==> config.mk <==
export PLATFORM = sky130hd
export DESIGN_NAME = shift_unit_seq
export DESIGN_NICKNAME = d
export VERILOG_FILES = /design/src/rtl/shift_unit_seq.sv
export SDC_FILE = /design/constraint.sdc
export NUM_CORES = 1
export LEC_CHECK = 0
export ABC_AREA = 1
export BUFFER_PORTS_ARGS = -buffer_cell sky130_fd_sc_hd__buf_4
export CORE_MARGIN = 1
export CORE_UTILIZATION = 46
export CTS_CLUSTER_SIZE = 8
export DETAILED_ROUTE_END_ITERATION = 7
export MAX_ROUTING_LAYER = met4
export PLACE_DENSITY = 0.73
export SYNTH_ARGS = -nofsm -noshare
export SYNTH_HDL_FRONTEND = slang
export SYNTH_SLANG_ARGS = --single-unit
export TNS_END_PERCENT = 10
==> constraint.sdc <==
create_clock -name clk -period 1.05 [get_ports clk]
set_input_delay 0.1575 -clock clk [delete_from_list [all_inputs] [get_ports clk]]
set_output_delay 0.1575 -clock clk [all_outputs]
set_load 0.01 [all_outputs]
==> src/rtl/shift_unit_seq.sv <==
// Sequential shifter: captures an operand, then applies one single-bit shift or rotate step per
// clock for shamt cycles. Handshakes with the control FSM through start/busy/done.
module shift_unit_seq #(
    parameter int WIDTH   = 32,
    parameter int SHAMT_W = 5
) (
    input  logic               clk,
    input  logic               reset,
    input  logic [WIDTH-1:0]   ent,
    input  logic [SHAMT_W-1:0] shamt,
    input  logic [2:0]         op,
    input  logic               load,
    input  logic               start,
    output logic               busy,
    output logic               done,
    output logic [WIDTH-1:0]   result
);

    typedef enum logic [1:0] {
        IDLE  = 2'd0,
        SHIFT = 2'd1,
        DONE  = 2'd2
    } state_t;

    state_t             state;
    logic [WIDTH-1:0]   data;
    logic [SHAMT_W-1:0] cnt;
    logic [2:0]         op_q;

    // One-bit step for each operation. The unused op codes hold the data unchanged.
    function automatic logic [WIDTH-1:0] step(input logic [WIDTH-1:0] d, input logic [2:0] o);
        case (o)
            3'b000:  return {d[WIDTH-2:0], 1'b0};
            3'b001:  return {1'b0, d[WIDTH-1:1]};
            3'b010:  return {d[WIDTH-1], d[WIDTH-1:1]};
            3'b011:  return {d[0], d[WIDTH-1:1]};
            3'b100:  return {d[WIDTH-2:0], d[WIDTH-1]};
            default: return d;
        endcase
    endfunction

    // NOTE: every register here uses non-blocking assignments so that all updates within a clock
    // edge see the values from before that edge.
    always_ff @(posedge clk) begin
        if (reset) begin
            state <= IDLE;
            data  <= '0;
            cnt   <= '0;
            op_q  <= '0;
        end else begin
            case (state)
                IDLE: begin
                    if (start) begin
                        data <= load ? ent : data;
                        op_q <= op;
                        if (shamt == '0) begin
                            state <= DONE;
                        end else begin
                            cnt   <= shamt;
                            state <= SHIFT;
                        end
                    end else if (load) begin
                        data <= ent;
                    end
                end
                SHIFT: begin
                    data <= step(data, op_q);
                    cnt  <= cnt - 1'b1;
                    if (cnt == SHAMT_W'(1)) state <= DONE;
                end
                DONE:    state <= IDLE;
                default: state <= IDLE;
            endcase
        end
    end

    assign busy   = (state == SHIFT);
    assign done   = (state == DONE);
    assign result = data;

endmodule

-- After elaboration in Yosys (flattened, before gate mapping)
Cells that the tools add are included.
- register bits after elaboration: 42
- bits of input ports: 44
- output and inout port bits: 34
- logic and storage cells: 39
- add/sub/neg operators: 1
- eq/ne operators: 14
- mux-type cells: 10
- reduce and logical (&&, ||, !) cells: 9
- operators by type and width (kind ; number):
    $pmux W32 S5 ; 1
    $pmux W32 S2 ; 1
    $mux W32 ; 1
    $mux W5 ; 2
    $pmux W5 S2 ; 1
    $ne A2 B2 Y1 const B ; 4
    $eq A3 B2 Y1 const B ; 2
    $mux W2 ; 3
    $ne A6 B1 Y1 const B ; 1
    $reduce_and A3 Y1 ; 2
    $eq A5 B1 Y1 const B ; 1
    $logic_not A5 Y1 ; 1
    $ne A5 B1 Y1 const B ; 1
    $sub A5 B1 Y5 const B ; 1
    $pmux W2 S2 ; 1
    $reduce_and A2 Y1 ; 2
    $reduce_and A4 Y1 ; 1
    $eq A3 B1 Y1 const B ; 1
    $eq A3 B3 Y1 const B ; 1
    $logic_not A3 Y1 ; 1
    $eq A2 B1 Y1 const B ; 1
    $eq A2 B2 Y1 const B ; 1
    $logic_not A2 Y1 ; 1
    $ne A2 B1 Y1 const B ; 1
    $reduce_bool A2 Y1 ; 1

-- Logic depth before layout (Yosys ltp)
- depth after elaboration: 4
- depth in mapped cells: 9
- gate-level depth less buffers: 9

-- Worst setup path before layout
No wires, ideal clock.
- path type: register to register
- start point: register state[0]
- end point: register data[31], in the netlist result[31]
- library setup time: 111 ps
- data arrival time: 1077 ps
- required time: 939 ps
- setup slack: -139 ps
- cell stages (with the launch flop): 9
- buffers on the path: 1
- clock period less this slack: 1189 ps
- path through: dfxtp_1 buf_4 inv_1 nor2_2 o21ai_0 nor2_1 nor2_1 nor2_1 nor2_1
- cells in the longest elaborated chain, start to end: 3
- elaborated cells between the ends (all ways): 8
- classes of those cells: eq/ne: 4; mux: 1; reduce/logical: 3
- ends and longest elaborated chain (what ; RTL line ; RTL):
    from (decl) ; 25 ; state_t state;
    from (signal assigned) ; 46 ; state <= IDLE;
    from (signal assigned) ; 57 ; state <= DONE;
    from (signal assigned) ; 60 ; state <= SHIFT;
    $eq A2 B1 Y1 * ; -- ;
    net busy ; 14 ; output logic busy,
    $ne A5 B1 Y1 (no line) (tied with other cells) ; -- ;
    $reduce_and A4 Y1 (no line) ; -- ;
    to (signal assigned) ; 54 ; data <= load ? ent : data;
    to (signal assigned) ; 63 ; data <= ent;
    to (signal assigned) ; 67 ; data <= step(data, op_q);
    to (decl) ; 26 ; logic [WIDTH-1:0] data;
The timed path passes the listed nets; every way through them passes the cells marked *.
A chain may end at the register's enable or synchronous reset.

-- Worst setup path in the final report
- start point: register state[0]
- end point: register data[24], in the netlist result[24]
- cells in the longest elaborated chain, start to end: 3
- elaborated cells between the ends (all ways): 7
- classes of those cells: eq/ne: 3; mux: 1; reduce/logical: 3
- ends and longest elaborated chain (what ; RTL line ; RTL):
    $eq A2 B1 Y1 / $logic_not A2 Y1 (equally long branches) ; 51 ; case (state)
    $ne A6 B1 Y1 (no line) (tied with other cells) ; -- ;
    $reduce_and A3 Y1 (no line) ; -- ;
Several ways; a longest one is shown, not always the timed one.

==> impl_metrics.toml <==
[yosys]
ys_warn_count = 0
seq_area_frac_synth_pct = 35.5
synth_nets = 427
synth.avg_cell_area_um2 = 6.22
synth_xor_area_share_pct = 0
synth_compound_area_share_pct = 30.7
synth.distinct_cells = 18
ys_ff_latch = 42
synth_mux_area_share_pct = 0
syn_inst = 381
synth_top_family_by_area = "compound AO/OA/AOI/OAI gates"
synth_adder_area_share_pct = 1.06
synth_area_mm2 = 0.00237
synth_simple_gate_area_share_pct = 21.0

[floorplan]
rows = 25
die-height_um = 73.8
core-area_mm2 = 0.00485
num_io_pins = 78
die-area_mm2 = 0.00544
dieWidth_um = 73.8
start_util_pct = 48.9

[cts]
cts-root-buf = "clkbuf_8"
clk_pin_slew_ns = 0.09
htree_levels = 2
cts_tree = "done"
insertion_delay_ns = 0.30
cts_num_sinks = 42
clk_path_buf_depth = 2
cts_inserted_buffers = 5
hold_buffers = 0

[final_layout]
final_util_pct = 73.8
final_area_mm2 = 0.00358
final_common_cell = "buf_4"
final_cells = 545
final_cell_mix = "buf_4 (97), a21oi_1 (80), nand2_1 (76)"
multi_input_area_mm2 = 0.00141
drive_gt1_share_pct = 36.0
fill_cells = 418
area_growth_pct = 51.0
diodes = 0
num-nets-final = 523
regArea_um2 = 855

[global_routing]
antenna_found_initial = 0
grt_pass1_vias = 2447
grt_pass1_wl_um = 10900
grt_max_degree = 51
groute.usage.overall_pct = 26.3
grt.overflow.total = 0

[setup_path]
crit_required_ns = 1.24
end_kind = "flop"
worst-endpoint-arrival_ns = 1.46
startpoint = "state[0]"
start_kind = "flop"
crit_type = "reg -> reg"
rr_startpoint = "state[0]"
crit_fanout = 26

[power_and_ir_drop]
p_leak_nw = 1.65
ir_drop_uv = 1040
power.total_mw = 5.17
power_density_mw_per_mm2 = 1450

[placed_design]
dpl.hpwl_um = 4650
gp_routability_congestion = 0.878
place_ws_ns = -0.205
dpl_cell_area_mm2 = 0.00324
port_buffers = 77
dp.cells = 531

[sta]
worst_slack_ns = -0.218
worst_clock_skew_ns = 0.0122
hold_viol = 0
min_period_ns = 1.27
fin_setup_tns_ns = -6.97
max_freq_mhz = 789
slew_headroom_pct = 78.3
setup_viol_count_final = 42
tightest_slew_ns = 0.324
rsz0062_at_grt = "true"
holdWs_ns = 0.0656
maxSlewViolCount = 0
min_period_over_period_pct = 121

[route]
drt_iter0_drc = 183
routed_wl_um = 7000
ant_nets = 0
drc = 0
via_per_inst = 5.14
drt_pass1_iterations = 4
avgRoutedWirePerCell_um = 12.8
vias = 2799

[outcome]
violations = "negative setup slack"
status = "finished with violations"

[hold_path]
hp-start = "reset"
hold_path_class = "in -> reg"

[flow_run]
maxCapViolCount = 0
==> flip-flops by register name, summed over array words and instances, names as in the netlist <==
name,cells
result,32
cnt,5
op_q,3
state,2
==> cells in the mapped netlist, drive strengths merged <==
cell    number  area (um2)
nand4        2        12.5
a21boi       1        7.51
nand3       15        75.1
ha           2        25.0
buf         12        65.1
a21oi      103         515
clkbuf      12        45.0
dfxtp       42         841
inv         45         169
nand2       87         329
o21ai       40         204
nor2        20        80.1
==> path summary, 6_finish.rpt <==
check / end / slack, ns / depth (start not counted)
hold / removal: cnt[0] / 0.07 / 2
setup / recovery: result[24] / -0.22 / 8
hold reg to reg: cnt[2] / 0.56 / 2
setup reg to reg: result[24] / -0.22 / 8
==> metal layers <==
layer | vias up | wire length [um] | track usage (%)
met3 | 2 | 385 | 6.04
met5 | - | 0 | -
met1 | 1268 | 3200 | 34.7
met2 | 83 | 3390 | 41.6
li1 | 1446 | - | -
met4 | 0 | 19 | 4.91
==> cells by family after synthesis <==
kind of cell,Yosys count
and+or+nand+nor,124
AOI/OAI and AO/OA,144
buffers and inverters,69
DFF,42
adders and majority gates,2
==> critical path: stages (launching register included) <==
cell	delay, ns
dfxtp_4	0.36
buf_6	0.13
nor2_4	0.09
nor2_4	0.05
o21ai_4	0.13
buf_12	0.22
nand2_1	0.08
nand2_1	0.07
a21oi_1	0.04
==> area by class of cell <==
type	count	share of cell area [%]
multi-input combinational	270	39.5
timing repair buffer	113	27.0
sequential	42	23.9
inverter	45	4.72
clock buffer	7	2.41
tap	67	2.34
clock inverter	1	0.140
==> where the power goes <==
| part | switching, mW | internal [mW] |
|---|---|---|
| Combinational | 1.11 | 0.969 |
| Sequential | 0.174 | 1.81 |
| Clock | 0.575 | 0.532 |
==> what timing repair did <==
action / 4_1_cts / 5_1_grt
gates resized for setup: 30 / 33
buffers inserted: 3 / 0
endpoints found under the setup margin: 44 / 45
gates cloned: 2 / 1
pin swaps: 2 / 7
No activity file was read; power rests on OpenSTA's default activity.
